### config.mk
export PLATFORM = sky130hd
export DESIGN_NAME = srl_fifo_rd64x11_flat
export DESIGN_NICKNAME = d
export VERILOG_FILES = /design/src/rtl/srl_fifo_rd64x11_pkg.sv /design/src/rtl/srl_fifo_rd64x11_if.sv /design/src/rtl/srl_fifo_rd64x11_store.sv /design/src/rtl/srl_fifo_rd64x11.sv /design/src/flat_wrapper.sv
export SDC_FILE = /design/constraint.sdc
export NUM_CORES = 1
export LEC_CHECK = 0
export CAP_MARGIN = 30
export CORE_AREA = 2 2 220 222
export DETAILED_ROUTE_END_ITERATION = 16
export DIE_AREA = 0 0 222 224
export GPL_TIMING_DRIVEN = 0
export PLACE_DENSITY = 0.75
export RECOVER_POWER = 25
export SYNTH_ARGS = -nofsm -noshare
export SYNTH_HDL_FRONTEND = slang
export SYNTH_HIERARCHICAL = 1
export SYNTH_SLANG_ARGS = --single-unit
### constraint.sdc
create_clock -name clk -period 54.5 [get_ports clk]
set_clock_uncertainty 0.15 [all_clocks]
set_input_delay 10.9 -clock clk [delete_from_list [all_inputs] [get_ports clk]]
set_output_delay 10.9 -clock clk [all_outputs]
set_load 0.02 [all_outputs]
### src/rtl/srl_fifo_rd64x11_pkg.sv
// Shared sizing for the SRL-based delay-line and FIFO blocks.
// Word and occupancy types are kept here so sibling blocks agree on widths.
package srl_fifo_rd64x11_pkg;

    localparam int WIDTH = 11;
    localparam int DEPTH = 64;
    localparam int AW    = $clog2(DEPTH);
    localparam int OCC_W = AW + 1;

    typedef logic [WIDTH-1:0] word_t;
    typedef logic [AW-1:0]    addr_t;
    typedef logic [OCC_W-1:0] occ_t;

    localparam occ_t OCC_FULL = occ_t'(DEPTH);

endpackage

### src/rtl/srl_fifo_rd64x11_if.sv
// Write/read handshake bundle of the SRL FIFO.
// slave is the FIFO side; master is the producer/consumer side.
interface srl_fifo_rd64x11_if;
    import srl_fifo_rd64x11_pkg::*;

    word_t wr_d;
    logic  wr_en;
    logic  full;
    word_t rd_q;
    logic  rd_valid;
    logic  rd_ready;
    occ_t  count;
    logic  ovf;

    modport slave (
        input  wr_d,
        input  wr_en,
        input  rd_ready,
        output full,
        output rd_q,
        output rd_valid,
        output count,
        output ovf
    );

    modport master (
        output wr_d,
        output wr_en,
        output rd_ready,
        input  full,
        input  rd_q,
        input  rd_valid,
        input  count,
        input  ovf
    );

endinterface

### src/rtl/srl_fifo_rd64x11_store.sv
// Addressable shift register: newest word at address 0.
// No reset so it maps onto SRL primitives.
module srl_store #(
    parameter int WIDTH = 11,
    parameter int DEPTH = 64,
    parameter int AW    = 6
) (
    input  logic             clk,
    input  logic             ce,
    input  logic [WIDTH-1:0] d,
    input  logic [AW-1:0]    a,
    output logic [WIDTH-1:0] y
);

    logic [WIDTH-1:0] mem [DEPTH];

    always_ff @(posedge clk) begin
        if (ce) begin
            mem[0] <= d;
            for (int i = 1; i < DEPTH; i++) begin
                mem[i] <= mem[i-1];
            end
        end
    end

    assign y = mem[a];

endmodule

### src/rtl/srl_fifo_rd64x11.sv
// Read end of a FWFT FIFO on an SRL store: occupancy tracking,
// oldest-entry addressing and a registered valid/ready output stage.
module srl_fifo_rd64x11
    import srl_fifo_rd64x11_pkg::*;
(
    input logic               clk,
    input logic               rst,
    srl_fifo_rd64x11_if.slave bus
);

    occ_t  scnt_q, scnt_d;
    word_t rd_q_q, rd_q_d;
    logic  rd_valid_q, rd_valid_d;
    logic  ovf_q, ovf_d;

    logic  load;
    logic  wr_acc;
    addr_t rd_addr;
    word_t store_y;

    // Oldest entry sits at scnt-1; address is don't-care when empty.
    assign rd_addr = addr_t'(scnt_q - occ_t'(1));

    assign load = (scnt_q != '0)
               && (!rd_valid_q || bus.rd_ready);

    // A full store still accepts when the tail is read out this edge.
    assign wr_acc = bus.wr_en
                 && ((scnt_q != OCC_FULL) || load);

    srl_store #(
        .WIDTH (WIDTH),
        .DEPTH (DEPTH),
        .AW    (AW)
    ) u_store (
        .clk (clk),
        .ce  (wr_acc),
        .d   (bus.wr_d),
        .a   (rd_addr),
        .y   (store_y)
    );

    always_comb begin
        scnt_d     = scnt_q + occ_t'(wr_acc)
                   - occ_t'(load);
        rd_q_d     = load ? store_y : rd_q_q;
        rd_valid_d = load
                  || (rd_valid_q && !bus.rd_ready);
        ovf_d      = ovf_q || (bus.wr_en && !wr_acc);
    end

    always_ff @(posedge clk or posedge rst) begin
        if (rst) begin
            scnt_q     <= '0;
            rd_q_q     <= '0;
            rd_valid_q <= 1'b0;
            ovf_q      <= 1'b0;
        end else begin
            scnt_q     <= scnt_d;
            rd_q_q     <= rd_q_d;
            rd_valid_q <= rd_valid_d;
            ovf_q      <= ovf_d;
        end
    end

    assign bus.full     = (scnt_q == OCC_FULL);
    assign bus.count    = scnt_q + occ_t'(rd_valid_q);
    assign bus.rd_q     = rd_q_q;
    assign bus.rd_valid = rd_valid_q;
    assign bus.ovf      = ovf_q;

endmodule

### src/flat_wrapper.sv
// flat-port wrapper written by rule: the top's interface ports become plain ports
module srl_fifo_rd64x11_flat import srl_fifo_rd64x11_pkg::*;
  (clk, rst, bus_wr_d, bus_wr_en, bus_rd_ready, bus_full, bus_rd_q, bus_rd_valid, bus_count, bus_ovf);
  srl_fifo_rd64x11_if bus_i ();
  input logic clk;
  input logic rst;
  input wire logic [$bits(bus_i.wr_d)-1:0] bus_wr_d;
  input wire logic [$bits(bus_i.wr_en)-1:0] bus_wr_en;
  input wire logic [$bits(bus_i.rd_ready)-1:0] bus_rd_ready;
  output wire logic [$bits(bus_i.full)-1:0] bus_full;
  output wire logic [$bits(bus_i.rd_q)-1:0] bus_rd_q;
  output wire logic [$bits(bus_i.rd_valid)-1:0] bus_rd_valid;
  output wire logic [$bits(bus_i.count)-1:0] bus_count;
  output wire logic [$bits(bus_i.ovf)-1:0] bus_ovf;
  assign bus_i.wr_d = bus_wr_d;
  assign bus_i.wr_en = bus_wr_en;
  assign bus_i.rd_ready = bus_rd_ready;
  assign bus_full = bus_i.full;
  assign bus_rd_q = bus_i.rd_q;
  assign bus_rd_valid = bus_i.rd_valid;
  assign bus_count = bus_i.count;
  assign bus_ovf = bus_i.ovf;
  srl_fifo_rd64x11 u_core (.clk(clk), .rst(rst), .bus(bus_i));
endmodule
==> Word-level counts from Yosys, hierarchy flattened <==
Memory sizes are Yosys's and may differ from the RTL's. A register that Yosys moved wholly into a read port is not among the register bits.
Cells that the tools add are included.
{ "classes": {"add_sub_neg": 4, "eq_ne": 2, "muxes": 2, "reduce_logical": 12} }
{ "op_table": {"columns": ["op", "count"], "rows": [
  ["$add A7 B1 Y7", 2],
  ["$eq A7 B7 Y1 const B", 1],
  ["$ne A7 B7 Y1 const B", 1],
  ["$reduce_bool A7 Y1", 1],
  ["$sub A7 B1 Y7", 1],
  ["$sub A6 B1 Y6 const B", 1],
  ["$logic_and A1 B1 Y1", 4],
  ["$logic_or A1 B1 Y1", 4],
  ["$logic_not A1 Y1", 3],
  ["$mux W1", 2]
]} }
{ "word_totals": {"regBits": 9, "mem_bits_rw": 704, "input_bits": 15, "out_inout_bits": 21, "elab_cells": 24, "n_memories": 1} }
{ "memory_table": {"columns": ["name", "words", "word_bits", "rd", "rd_clocked_by_memory_dff", "write_ports", "line", "source"], "rows": [
  ["u_core.u_store.mem", 64, 11, 64, 1, 64, "srl_fifo_rd64x11_store.sv:15", "logic [WIDTH-1:0] mem [DEPTH];"]
]} }

==> Depth between registers and ports, before layout <==
{ "depth": {"word_depth": 8, "depth_mapped": 13, "ltp_nobuf": 13} }

==> By module <==
Netlist, hierarchy kept.
{ "modules_own_cells": {"columns": ["mod", "instances", "cells_per_inst", "area_each_um2", "seq_area_each_um2"], "rows": [
  ["srl_store", 1, 1110, 26770.7, 21140.3],
  ["srl_fifo_rd64x11", 1, 122, 1368.8, 500.5]
]} }

==> Worst setup path before layout <==
Ideal clock, no wire load.
{ "synth_timing": {"path_kind": "in2reg", "from": "input port bus_rd_ready", "to": "memory u_core.u_store.mem[0][0], enable pin", "setup_time_ns": 2.198, "arrival_time_ns": 48.622, "required_ns": 52.152, "setup_slack_ns": 3.530, "path_stages": 2, "n_path_buf": 0, "path_cell_list": "nor2b_1 a31oi_1"} }
{ "synth_rtl": {"columns": ["item", "line", "source"], "rows": [
  ["start: declaration", "flat_wrapper.sv:9", "input wire logic [$bits(bus_i.rd_ready)-1:0] bus_rd_ready;"],
  ["end: declaration", "srl_fifo_rd64x11_store.sv:15", null]
]} }

==> Worst setup path after layout <==
{ "layout_timing": {"from": "register u_core.scnt_q[2]", "to": "output port bus_full"} }
{ "layout_via": {"elab_chain_cells": 1} }
{ "layout_lines": {"columns": ["item", "line", "source"], "rows": [
  ["start: declaration", "srl_fifo_rd64x11.sv:11", "occ_t scnt_q, scnt_d;"],
  ["start signal: assignment", "srl_fifo_rd64x11.sv:59", "scnt_q <= scnt_d;"],
  ["$eq A7 B7 Y1", "srl_fifo_rd64x11.sv:66", "assign bus.full = (scnt_q == OCC_FULL);"],
  ["end: declaration", "flat_wrapper.sv:10", "output wire logic [$bits(bus_i.full)-1:0] bus_full;"]
]} }
No other way between the ends.

==> reports/metrics.cfg <==
[outcome]
run_status = completed

[logic_synthesis]
seq_area_frac_synth = 0.769
async_flop_share = 0.0276
synthTopCellsByCount = 704 x edfxtp_1, 175 x mux4_2, 33 x o22ai_1, 24 x clkbuf_1
post_synth_design_cell_area_sq_um = 28100
post-synth-top-area-fraction = 0.751
postSynthAreaPerCell_sq_um = 22.8
synth.area.top_cells = edfxtp_1 75%, mux4_2 14%, dfrtp_1 1.8%
synth.most_common_cell = edfxtp_1
netlist.top_cell.by_area = edfxtp_1
yosysUniqueCellTypes = 50
count_of_flip_flops_with_a_built_in_enable_after_synthesis = 704
postSynth.topFlopCell = edfxtp_1
ys_warn_count = 6
synth_fp_nets = 1268
synth-seq-cells = 724
netlist_instances = 1232

[layout]
antenna_cells = 0
fin_cells = 2038
fraction_of_final_layout_cells_sized_beyond_drive_strength_1 = 0.251
area.growth.synth_to_final_pct = 14.2
finalNetCount = 1405
layout.filler_cells = 2854

[pwr]
proportion_of_power_drawn_by_flip_flops_and_latches = 0.354
power.switching_fraction = 0.348
power.clock.fraction = 0.241
switching_power_uw = 682
power.ir.vdd_worst_uv = 37.6
power_frac_comb = 0.405
p_leak_uw = 0.0109
internal-power_uw = 1280
pwr_density_cell_nw_per_um2 = 61.0

[detailed_routing]
post-route-drc-count = 0
dr.pass1.iters = 5
routed-via-count = 13600
remaining_antenna_violation_count = 0
routed_wl_um = 59700
drt-wirelength-per-cell_um = 29.3
drt_first_iter_violations = 2004
avgViaCountPerCell = 6.66

[floorplan]
io_pins = 36
dieArea_sq_um = 49700
die_width_um = 222
coreArea_sq_um = 47300
starting_density = 0.594
die_height_um = 224
placement_rows = 80

[setup_path]
cp_cell_sequence = inv_1 -> ha_1 -> and3_1 -> and2_1 -> clkdlybuf4s50_1
critical-path-slowest-cell = clkdlybuf4s50_1
critPathCaptureType = primary output
crit_type = reg -> out
worstPathRequired_ns = 43.45
slowest_delay_ns = 0.59
worst-endpoint-arrival_ns = 2.57
setup.worst_path.start_class = register
path_max_fanout = 6

[clocking]
cts.root.buffer_cell = clkbuf_16
clock_insertion_delay_worst_skew_ns = 0.60
cts.sinks = 724
cts_hold_buffers = 0
tritoncts_clock_tree = yes
htreeDepth = 3
number_of_setup_buffers_added_after_cts = 0
cts.path.max_buffers = 3
cts_repair_resize_count = 0
clk_transition_reported_paths_ns = 0.06
cts_buffers = 71

[run]
max-cap-violations = 0

[global_routing]
first_global_vias = 13700
overflow = 0
initial_antenna_violation_count = 1
grt_first_pass_wirelength_um = 89400
grt_util_all_layers = 0.248
pin_count_of_the_biggest_net_entering_global_routing = 33

[sta]
setup_violations = 0
min_period_over_period = 0.250
grt_setup_unrepaired = false
clock.fmax_ghz = 0.0734
report.final.slew_viol_count = 0
final-hold-violation-count = 0
post-route-min-period_ns = 13.62
final.setup.tns_ns = 0
max_slew_margin = 0.313
tightest_slew_ns = 1.03

[place]
port_buffers = 35
dp_hpwl_um = 37500
dp.cells = 1911
place_congestion = 0.808

[worst_hold_path]
worst_hold_path_type = reg -> reg

-- metal layers --
layer  vias to the layer above  global-route usage  routed length (um)
met3                       114              0.0759                6890
met2                       849               0.373               27700
met5                         -                   0                  13
met1                      7087               0.358               23600
li1                       5525                   -                   -
met4                         2              0.0726                1490
-- sequential cells by signal, summed over array words and instances, names as in the netlist --
name,cells
u_core/bus.ovf,1
u_core/bus.rd_q,11
u_core/bus.rd_valid,1
u_core/scnt_q,7
u_core/u_store/mem,704
-- critical path: cells and delay by family, from the launching register on --
| kind | cells | cell delay (ns) |
|---|---|---|
| fa+ha+maj | 1 | 0.27 |
| flops | 1 | 0.47 |
| buf+inv | 2 | 0.77 |
| simple gates | 2 | 0.46 |
-- path summary, 6_finish.rpt --
check                                          start                         to  slack [ns]  cells after the start
setup / recovery                    u_core/scnt_q[2]                   bus_full       40.88                      5
min in group asynchronous                        rst             u_core/bus.ovf       10.51                      2
setup reg to reg                    u_core/scnt_q[2]         u_core/bus.rd_q[9]       49.58                     13
max in group asynchronous                        rst           u_core/scnt_q[6]       43.20                      3
hold reg to reg            u_core/u_store/mem[36][7]  u_core/u_store/mem[37][7]        0.28                      0
hold / removal             u_core/u_store/mem[36][7]  u_core/u_store/mem[37][7]        0.28                      0
-- metrics by stage --
stage	cell area, sq um	setup slack (ns)	total power [uW]	hold WS, ns	utilization
2_1_floorplan	28100	3.53	1250	0.267	-
3_3_place_gp	29300	-8.49	1530	0.272	0.618
3_5_place_dp	29900	40.82	1480	0.275	0.632
4_1_cts	32100	40.85	1970	0.283	0.679
5_1_grt	32100	40.77	2040	0.292	0.679
6_report	32100	40.88	1960	0.279	0.679
-- final cells by class --
class                      instances  area (sq um)  area share
multi-input combinational        428          6100       0.190
buffer                            63           350      0.0109
timing repair buffer              64          1000      0.0311
tap                              615           769      0.0239
sequential                       724         21600       0.673
inverter                          17          63.8     0.00199
clock inverter                    26           216     0.00674
clock buffer                     101          1990      0.0621
-- cells by family (layout without fill, tap and decap cells) --
family / count (synthesis) / after routing / share of synthesized area
flip-flops: 724 / 724 / 0.769
multiplexers: 214 / 214 / 0.162
AO/OA/AOI/OAI: 100 / 100 / 0.0243
buffers and inverters: 80 / 271 / 0.0147
AND/OR/NAND/NOR: 79 / 79 / 0.0157
adder cells (fa/ha/maj): 21 / 21 / 0.00960
XOR/XNOR: 14 / 14 / 0.00436
-- placed cells by master, fill, tap and decap left out, types with 7 or more instances in the layout --
cell,n
buf_2,19
dfrtp_1,20
inv_1,17
o21ai_0,13
o32ai_1,8
clkbuf_16,75
nand2b_1,12
ha_1,20
mux4_1,11
buf_4,11
buf_12,16
clkinv_2,10
o22ai_1,33
a21oi_1,14
nor2_1,20
buf_16,11
mux4_2,175
xnor2_1,9
mux2i_1,13
nor3_1,7
clkinv_1,7
nand2_1,9
nand3_1,7
mux2_4,10
a32o_1,9
edfxtp_1,704
clkdlybuf4s50_1,35
clkbuf_1,48
or2_0,7
-- power by group through the flow --
stage	combinational [uW]	sequential (uW)	clock (uW)
after floorplan	508	745	0
after global placement	761	764	0
after detailed placement	781	703	0
after CTS	794	694	481
after global routing	836	699	502
final	793	694	473
Note: power is estimated with default switching activity, not from simulation.
